`src/rtl/status_readout.sv`:
```
// -----------------------------------------------------------------------------
// status_readout
//
// Fetches one 16-bit status word from the status block on request from the NI
// command decoder, then streams it to the NI interface as two bytes, msb
// first, lsb flagged with tx_last.
//
// Ports
//   clk        master clock, all logic on the rising edge
//   rst_n      synchronous, active-low reset
//   req        status read request (ignored while busy)
//   req_addr   status word address, captured with req
//   stat_addr  address presented to the status block
//   stat_en    one-cycle enable strobe to the status block
//   stat_msb   status high byte (status block updates it on the falling edge)
//   stat_lsb   status low byte  (status block updates it on the falling edge)
//   tx_data    byte to the NI interface
//   tx_valid   tx_data is valid
//   tx_ready   NI interface accepts the current byte
//   tx_last    marks the second (lsb) byte
//   busy       high whenever the FSM is not idle
//   done       one-cycle pulse after the lsb byte is accepted
//   addr_err   one-cycle pulse when the request address is outside 0x21..0x29
//   timeout    one-cycle pulse when a byte waited too long and was dropped
//   fsm_state  current FSM state, for debug and checkers
//
// Handshake: a byte transfers on a rising edge where tx_valid and tx_ready are
// both high. While tx_valid is high and tx_ready is low, tx_data and tx_last
// hold their values. tx_ready has no effect while tx_valid is low.
// -----------------------------------------------------------------------------
module status_readout #(
  parameter int TIMEOUT = 255
) (
  input  logic       clk,
  input  logic       rst_n,
  input  logic       req,
  input  logic [5:0] req_addr,
  output logic [5:0] stat_addr,
  output logic       stat_en,
  input  logic [7:0] stat_msb,
  input  logic [7:0] stat_lsb,
  output logic [7:0] tx_data,
  output logic       tx_valid,
  input  logic       tx_ready,
  output logic       tx_last,
  output logic       busy,
  output logic       done,
  output logic       addr_err,
  output logic       timeout,
  output logic [2:0] fsm_state
);

  typedef enum logic [2:0] {
    S_IDLE     = 3'd0,
    S_LATCH    = 3'd1,
    S_WAIT     = 3'd2,
    S_SEND_MSB = 3'd3,
    S_SEND_LSB = 3'd4
  } state_t;

  // Abort fires on the edge where a stalled byte would bring the counter up
  // to TIMEOUT, i.e. when it already holds TIMEOUT-1 and tx_ready is low.
  localparam logic [7:0] TMO_LAST = 8'(TIMEOUT - 1);

  state_t     state;
  logic       settle;     // second WAIT cycle reached
  logic [7:0] hold_lsb;   // lsb captured with the msb; msb lives in tx_data
  logic [7:0] wait_cnt;

  assign fsm_state = state;

  always_ff @(posedge clk) begin
    if (!rst_n) begin
      state     <= S_IDLE;
      settle    <= 1'b0;
      hold_lsb  <= 8'h00;
      wait_cnt  <= 8'h00;
      stat_addr <= 6'h00;
      stat_en   <= 1'b0;
      tx_data   <= 8'h00;
      tx_valid  <= 1'b0;
      tx_last   <= 1'b0;
      busy      <= 1'b0;
      done      <= 1'b0;
      addr_err  <= 1'b0;
      timeout   <= 1'b0;
    end else begin
      done     <= 1'b0;
      addr_err <= 1'b0;
      timeout  <= 1'b0;

      case (state)
        S_IDLE: begin
          if (req) begin
            state     <= S_LATCH;
            stat_addr <= req_addr;
            stat_en   <= 1'b1;
            busy      <= 1'b1;
            // Out-of-range addresses still run the full sequence; the status
            // block answers them with zeros.
            addr_err  <= (req_addr < 6'h21) || (req_addr > 6'h29);
          end
        end

        S_LATCH: begin
          state   <= S_WAIT;
          stat_en <= 1'b0;
          settle  <= 1'b0;
        end

        S_WAIT: begin
          // The status block samples the enable and then refreshes its bytes
          // on a falling edge, so give it two full cycles before capturing.
          if (settle) begin
            state    <= S_SEND_MSB;
            settle   <= 1'b0;
            tx_data  <= stat_msb;
            hold_lsb <= stat_lsb;
            tx_valid <= 1'b1;
            tx_last  <= 1'b0;
            wait_cnt <= 8'h00;
          end else begin
            settle <= 1'b1;
          end
        end

        S_SEND_MSB, S_SEND_LSB: begin
          if (tx_valid && tx_ready) begin
            wait_cnt <= 8'h00;
            if (state == S_SEND_MSB) begin
              state   <= S_SEND_LSB;
              tx_data <= hold_lsb;
              tx_last <= 1'b1;
            end else begin
              state    <= S_IDLE;
              tx_data  <= 8'h00;
              tx_valid <= 1'b0;
              tx_last  <= 1'b0;
              busy     <= 1'b0;
              done     <= 1'b1;
            end
          end else if (wait_cnt == TMO_LAST) begin
            state    <= S_IDLE;
            wait_cnt <= 8'h00;
            tx_data  <= 8'h00;
            tx_valid <= 1'b0;
            tx_last  <= 1'b0;
            busy     <= 1'b0;
            timeout  <= 1'b1;
          end else begin
            wait_cnt <= wait_cnt + 8'd1;
          end
        end

        default: begin
          state    <= S_IDLE;
          stat_en  <= 1'b0;
          tx_valid <= 1'b0;
          tx_last  <= 1'b0;
          busy     <= 1'b0;
        end
      endcase
    end
  end

endmodule

```
`config.mk`:
```
export PLATFORM = sky130hd
export DESIGN_NAME = status_readout
export DESIGN_NICKNAME = d
export VERILOG_FILES = /design/src/rtl/status_readout.sv
export SDC_FILE = /design/constraint.sdc
export NUM_CORES = 1
export LEC_CHECK = 0
export CORE_ASPECT_RATIO = 1.1
export CORE_MARGIN = 3
export CORE_UTILIZATION = 48
export CTS_CLUSTER_DIAMETER = 40
export DETAILED_ROUTE_END_ITERATION = 7
export HOLD_SLACK_MARGIN = 0.08
export MAX_ROUTING_LAYER = met4
export PLACE_DENSITY = 0.79
export SYNTH_ARGS = -nofsm -noshare
export SYNTH_HDL_FRONTEND = slang
export SYNTH_SLANG_ARGS = --single-unit
```
`constraint.sdc`:
```
create_clock -name clk -period 1.9 [get_ports clk]
set_clock_uncertainty 0.05 [all_clocks]
set_input_delay 0.285 -clock clk [delete_from_list [all_inputs] [get_ports clk]]
set_output_delay 0.285 -clock clk [all_outputs]
set_load 0.05 [all_outputs]
```
[After elaboration in Yosys (flattened, before gate mapping)]
Cells that the tools add are included.
W data, S select, Z words.
Word-level totals
  register bits: 41
  bits of input ports: 26
  output and inout bits: 24
  logic and storage cells: 82
Operators by class
  add/sub/neg operators: 1
  $lt $le $gt $ge: 2
  equal/unequal tests: 9
  multiplexer cells: 31
  bitwise logic cells: 5
  reductions and logical operators: 21
Operators with widths (count)
  $mux W8: 7
  $pmux W8 S2: 2
  $mux W3: 5
  $reduce_and A3 Y1: 5
  $pmux W3 S4: 1
  $mux W1: 11
  $pmux W1 S3: 3
  $add A8 B1 Y8 const B: 1
  $eq A8 B8 Y1 const B: 1
  $reduce_and A2 Y1: 4
  $reduce_and A4 Y1: 2
  $eq A3 B2 Y1 const B: 2
  $gt A6 B6 Y1 const B: 1
  $lt A6 B6 Y1 const B: 1
  $ne A3 B3 Y1 const B: 2
  $reduce_or A2 Y1: 3
  $reduce_or A3 Y1: 2
  $not A1 Y1: 5
  $ne A2 B2 Y1 const B: 2
  $pmux W1 S2: 2
  $reduce_bool A2 Y1: 2
  $eq A3 B1 Y1 const B: 1
  $eq A3 B3 Y1 const B: 1
  $logic_not A3 Y1: 1
  2 further kinds: 2

[Longest topological paths before layout]
Gate-level depths: netlist of the first run.
  depth after elaboration: 4
  depth in mapped cells: 7
  depth with buffers taken out: 5

[Worst setup path before layout of the first run]
No wires, ideal clock.
  path type: register -> register
  from: register state[2], in the netlist fsm_state[2]
  to: register tx_data[0]
  library setup time: 0.072 ns
  arrival: 1.867 ns
  data required time: 1.778 ns
  setup slack: -0.089 ns
  stages on the path, launching flop included: 7
  buffers on the path: 2
  clock period less this slack: 1.989 ns
  cells stage by stage: dfxtp_1 nor3b_4 o21a_1 buf_2 a21o_1 buf_2 mux2i_1
On the way
  cells in the longest elaborated chain, start to end: 4
  elaborated cells between the ends (all ways): 11
  those cells by class: eq/ne: 5; mux: 3; reduce/logical: 3
RTL lines
  from (decl): RTL line 65  | state_t state;
  from (signal assigned): RTL line 74  | state <= S_IDLE;
  from (signal assigned): RTL line 95  | state <= S_LATCH;
  from (signal assigned): RTL line 106  | state <= S_WAIT;
  $eq A3 B2 Y1 or $eq A3 B3 Y1 (tied branches): RTL line 92, 130
  $reduce_or A2 Y1 or $mux W8 (tied branches): RTL line 92, 130
  $ne A3 B3 Y1 (no line), or another cell as far along
  $reduce_and A3 Y1 (no line) or $pmux W8 S2 (tied branches)
  to (signal assigned): RTL line 117  | tx_data <= stat_msb;
  to (signal assigned): RTL line 132  | tx_data <= hold_lsb;
  to (decl): RTL line 42  | output logic [7:0] tx_data,
Parallel ways exist; a longest one is shown, timed or not.
A chain may end at the register's enable or synchronous reset.

[Worst setup path in the final report of the first run]
  from: register state[2], in the netlist fsm_state[2]
  to: register wait_cnt[7]
On the way
  cells in the longest elaborated chain, start to end: 4
  elaborated cells between the ends (all ways): 8
  those cells by class: eq/ne: 4; mux: 1; reduce/logical: 3
RTL lines
  $eq A3 B2 Y1 or $eq A3 B3 Y1 (tied branches): RTL line 92  | case (state)
  $reduce_or A2 Y1: RTL line 92
  $reduce_bool A2 Y1 (no line)
  $reduce_and A2 Y1 (no line)
  to (signal assigned): RTL line 151  | wait_cnt <= wait_cnt + 8'd1;
  to (decl): RTL line 68  | logic [7:0] wait_cnt;
Parallel ways exist; a longest one is shown, timed or not.

==> results.yml, run 1 <==
yosys:
  syn_area_mm2: 0.001932
  synth.area.top_cells: "dfxtp_1 42%, mux2i_1 12%, and4_1 4.1%"
  synth_top_area_cell: "dfxtp_1"
  syn_nets: 238
  yosysWarnings: 0
  synth_flop_cell: "dfxtp_1"
  synth.top_cell.area_share_pct: 42.49
  synthCells: 210
  avgSynthCellArea_um2: 9.199
  async_flop_share_pct: 0
  synth_edf_count: 0
  synth-seq-cells: 41
  yosysSeqAreaShare_pct: 42.49
  synth_cell_types: 41
global_route:
  grt_pass1_wl_um: 7458
  grt_pass1_vias: 1641
  grt.overflow.total: 0
  grtUsageTotal_pct: 20.46
  antenna_found_initial: 0
  grt_max_degree: 19
outcome:
  status: "complete, no violations"
floorplan:
  fp-row-count: 23
  die_w_um: 66.49
  die_h_um: 72.54
  core_mm2: 0.003770
  start_util_pct: 51.24
  io_pins: 50
  dieArea_mm2: 0.004823
sta:
  relSlewSlack_pct: 63.52
  finalCritPeriodShare_pct: 94.97
  setup_viol: 0
  finalHoldViolCount: 0
  worst_pin_slew_ns: 0.5471
  fmax_mhz: 554.2
  maxSlewViolCount: 0
  layout_min_cycle_time_ns: 1.805
  finalWorstSetupSlack_ns: 0.09548
critical_path:
  reg2reg_slack_ns: 0.1
  crit_chain: "nor3b_4 -> a21oi_4 -> or4_1 -> a211oi_1"
  critPathSlowestCell: "or4_1"
  worstSetupEndpointType: "register"
  crit_type: "register to register"
  path_buf_inv: 0
  cp.required_ns: 2.05
  startpoint_type: "register"
  cpLargestDelayFamily: "simple AND/OR/NAND/NOR gates"
  slowest_delay_ns: 0.49
  cp_data_arrival_time_ns: 1.96
  cp_max_fo: 14
placed_design:
  place_inst: 309
  io_buffers: 49
  gp_congestion: 0.8405
  dp_hpwl_um: 3225
  dp_slack_ns: 0.09446
routing:
  viasPerCell: 5.383
  drt_iter0_markers: 139
  first_pass_iters: 4
  dr_total_vias: 1701
  route.detailed.drc: 0
  drt-total-wl_um: 4449
  antenna_left: 0
  wl_per_cell_um: 14.08
clock_network:
  cts_tree: "built"
  clock-root-buffer: "clkbuf_8"
  cts_max_level: 2
  clk_pin_slew_ns: 0.07
  clk_path_buf_depth: 2
  clk_latency_ns: 0.29
  cts_setup_buffers: 0
  cts_made_buffers: 5
  clock_sinks: 41
layout:
  area_growth_pct: 35.56
  final_cell_mix: "43 x clkdlybuf4s50_1, 38 x dfxtp_1, 23 x mux2i_1"
  final_nets: 294
  diodes: 0
  drive_gt1_share_pct: 14.29
  final_common_cell: "clkdlybuf4s50_1"
  fin_cells: 316
power_and_ir_drop:
  p_leak_nw: 0.9871
  vdd_ir_drop_max_uv: 381.9
  p_per_area_mw_per_mm2: 698.8
worst_hold_path:
  min_path_type: "register to register"
flow_run:
  max_cap_violations: 0
through the flow:
| stage | total power, mW | hold WS (ns) | instance area [um2] | util (%) | setup TNS, ns |
|---|---|---|---|---|---|
| floorplan | 1.141 | 0.3818 | 1936 | - | 0 |
| global placement | 1.280 | 0.3898 | 2522 | 66.91 | 0 |
| detailed placement | 1.282 | 0.3943 | 2522 | 66.91 | 0 |
| CTS | 1.846 | 0.4039 | 2609 | 69.20 | 0 |
| global route | 1.912 | 0.4176 | 2619 | 69.47 | -0.008368 |
| finish | 1.830 | 0.3988 | 2619 | 69.47 | 0 |
final timing paths:
kind | startpoint | cells past startpoint | endpoint
hold reg to reg | tx_last | 2 | tx_last
setup / recovery | fsm_state[2] | 4 | wait_cnt[7]
hold / removal | tx_last | 2 | tx_last
setup reg to reg | fsm_state[2] | 4 | wait_cnt[7]
per-layer routing:
metal  track usage, %  vias to the layer above  routed length, um
met2            30.10                       51               1970
met3            5.108                        6                193
li1                 -                      876                  -
met4            7.223                        0                 59
met1            27.27                      768               2227
met5                -                        -                  0
cell usage after synthesis (5+ instances only):
library cell  count
nor3b_1           9
o21ai_0          11
nand2_1          18
and4_1            9
nor2_1           20
o31ai_1           5
or4_1             6
mux2i_1          23
a21oi_1           6
a211oi_1          7
clkbuf_1          9
dfxtp_1          41
power by group:
group          internal (mW)  total (mW)  switching, mW
Clock                  0.288       0.563          0.275
Sequential             0.889       0.915         0.0255
Combinational          0.159       0.352          0.194
Total                   1.34        1.83          0.494
cell type report:
type	count	area, um2
repair buffers	64	600.6
multi-input cells	149	1026
flip-flops and latches	41	824.5
inverters	5	18.77
fillers	296	1151
well taps	50	62.56
clock buffers	7	86.33
sequential cells by signal, indices dropped and copies added (netlist names):
name       cells
done           1
tx_data        8
stat_addr      6
settle         1
wait_cnt       8
hold_lsb       8
busy           1
addr_err       1
fsm_state      3
stat_en        1
tx_valid       1
timeout        1
tx_last        1
logic make-up after synthesis:
logic type	share of synthesized area, %
mux	12.50
fa+ha+maj	1.295
flops	42.49
compound gates	14.18
simple gates	24.16
xor+xnor	0.4535
buf+inv	4.922
tightest hold or removal path, delay by kind of cell, from the launching register on:
family	cells	cell delay (ns)
simple gates	1	0.05
compound gates	1	0.05
flops	1	0.31
timing repair:
action / 4_1_cts / 5_1_grt
hold buffers: 0 / 0
gates resized for setup: 0 / 2
setup endpoints to repair: 0 / 4
No activity file was read; power rests on OpenSTA's default activity.
==> run 2: changes to the inputs <==
--- a/config.mk
+++ b/config.mk
@@ -6,7 +6,6 @@
 export NUM_CORES = 1
 export LEC_CHECK = 0
 export CORE_ASPECT_RATIO = 1.1
-export CORE_MARGIN = 3
 export CORE_UTILIZATION = 48
 export CTS_CLUSTER_DIAMETER = 40
 export DETAILED_ROUTE_END_ITERATION = 7
==> run 2 against run 1 <==
  * Critical path depth fell by 3
  * Wire length fell by 4.9%
  * Utilization rose by 1.5 points
  * Die area shrank 11%
  * First-iteration DRC count fell by 32%
  * Global-route usage rose by 1.5 points
==> results.yml, run 2 (synthesized netlist as in run 1, its figures left out) <==
outcome:
  status: "complete, no violations"
critical_path:
  path_buf_inv: 1
  rr_startpoint: "fsm_state[0]"
  worstSetupEndpointType: "primary output"
  slowest_delay_ns: 0.80
  cp_max_fo: 2
  cp_data_arrival_time_ns: 1.45
  startpoint_type: "register"
  reg2reg_slack_ns: 0.12
  cp.required_ns: 1.56
  rr_worst_depth: 5
  critPathSlowestCell: "clkdlybuf4s50_1"
  critical_path.startpoint: "stat_addr[2]"
  reg2reg_to: "tx_data[5]"
  crit_chain: "clkdlybuf4s50_1"
  cpLargestDelayFamily: "buffers and inverters"
  crit_type: "register to primary output"
layout:
  drive_gt1_share_pct: 15.30
  final_nets: 295
  final_common_cell: "clkdlybuf4s50_1"
  final_cell_mix: "43 x clkdlybuf4s50_1, 38 x dfxtp_1, 23 x mux2i_1"
  diodes: 0
  top_regs: "hold_lsb (8), tx_data (8), wait_cnt (8)"
  post-route-cell-area_mm2: 0.002655
  area_growth_pct: 37.44
placed_design:
  io_buffers: 49
  placed_cell_area_mm2: 0.002530
  dp_hpwl_um: 3046
  gp_congestion: 0.7946
sta:
  grt_setup_unrepaired: "no"
  finalHoldViolCount: 0
  maxSlewViolCount: 0
  fmax_mhz: 559.5
  relSlewSlack_pct: 63.18
  tns_ns: 0
  finalCritPeriodShare_pct: 94.07
  layout_min_cycle_time_ns: 1.787
  worst_pin_slew_ns: 0.5523
  setup_viol: 0
routing:
  route.detailed.drc: 0
  drt_iter0_markers: 94
  drt-total-wl_um: 4231
  first_pass_iters: 4
  wl_per_cell_um: 13.31
  antenna_left: 0
  dr_total_vias: 1702
  viasPerCell: 5.352
floorplan:
  core_mm2: 0.003741
  start_util_pct: 51.64
  die_w_um: 62.49
  dieArea_mm2: 0.004283
  die_h_um: 68.54
  io_pins: 50
  fp-row-count: 23
clock_network:
  cts_max_level: 2
  clock-root-buffer: "clkbuf_8"
  clock_sinks: 41
  clk_pin_slew_ns: 0.08
  cts_made_buffers: 5
  cts_setup_buffers: 0
  cts_tree: "built"
  clk_latency_ns: 0.30
  clk_path_buf_depth: 2
power_and_ir_drop:
  vdd_ir_drop_max_uv: 525.5
  p_leak_nw: 1.001
  p_per_area_mw_per_mm2: 745.4
  total_power_mw: 1.979
flow_run:
  max_cap_violations: 0
global_route:
  grtUsageMet3_pct: 5.099
  top_usage_layer: "met2"
  grtUsageTotal_pct: 21.98
  grt_pass1_vias: 1567
  antenna_found_initial: 0
  grt_pass1_wl_um: 7058
  grt.overflow.total: 0
  use_met2_pct: 36.01
  grt_max_degree: 25
  grtUsageMet1_pct: 26.65
worst_hold_path:
  min-delay-start: "tx_data[7]"
  worstHoldEndpoint: "tx_data[7]"
  min_path_type: "register to register"
  hold_depth: 2
-- run 2: per-layer routing --
metal  routed length [um]  up-vias
li1                     -      876
met1                 2004      779
met2                 2005       41
met3                  165        6
met4                   55        0
met5                    0        -
-- run 2: power breakdown --
part	internal (mW)	leakage, nW	switching (mW)	total, mW
Clock	0.393	0.0543	0.318	0.711
Combinational	0.162	0.613	0.195	0.357
Sequential	0.889	0.334	0.0222	0.911
-- run 2: worst max-delay path by stage --
stage | to | slack, ns | cells after the start
global placement | wait_cnt[0] | 0.05 | 5
global route | tx_data[5] | 0.002 | 5
CTS | stat_addr[4] | 0.11 | 1
detailed placement | tx_data[5] | -0.004 | 4
finish | stat_addr[2] | 0.11 | 1
floorplan | tx_data[0] | 0.07 | 7
-- run 2: final cells by class --
type,count,area [um2]
tap,50,62.56
clock inverter,3,46.29
timing repair buffer,65,608.1
clock buffer,5,68.82
fill,331,1086
inverter,5,18.77
sequential,41,824.5
multi-input combinational,149,1026
-- run 2: worst reg2reg max path, delay by kind of cell, from the launching register on --
family | cells | cell delay, ns
flops | 1 | 0.33
simple gates | 1 | 0.29
mux | 1 | 0.24
buf+inv | 1 | 0.17
compound gates | 2 | 0.64
-- run 2: per-stage QoR --
step	hold slack, ns	setup slack (ns)	std cells	util, %
after floorplan	0.3818	0.06576	210	-
after global placement	0.3959	0.04573	310	67.63
after detailed placement	0.3979	-0.004417	310	67.63
after CTS	0.4134	0.1056	318	70.90
after global routing	0.4295	0.001989	318	70.97
final	0.4082	0.1127	318	70.97
-- run 2: repair_timing --
item                                    4_1_cts  5_1_grt
resized for setup                             1        1
hold buffers                                  0        0
endpoints found under the setup margin        1        4
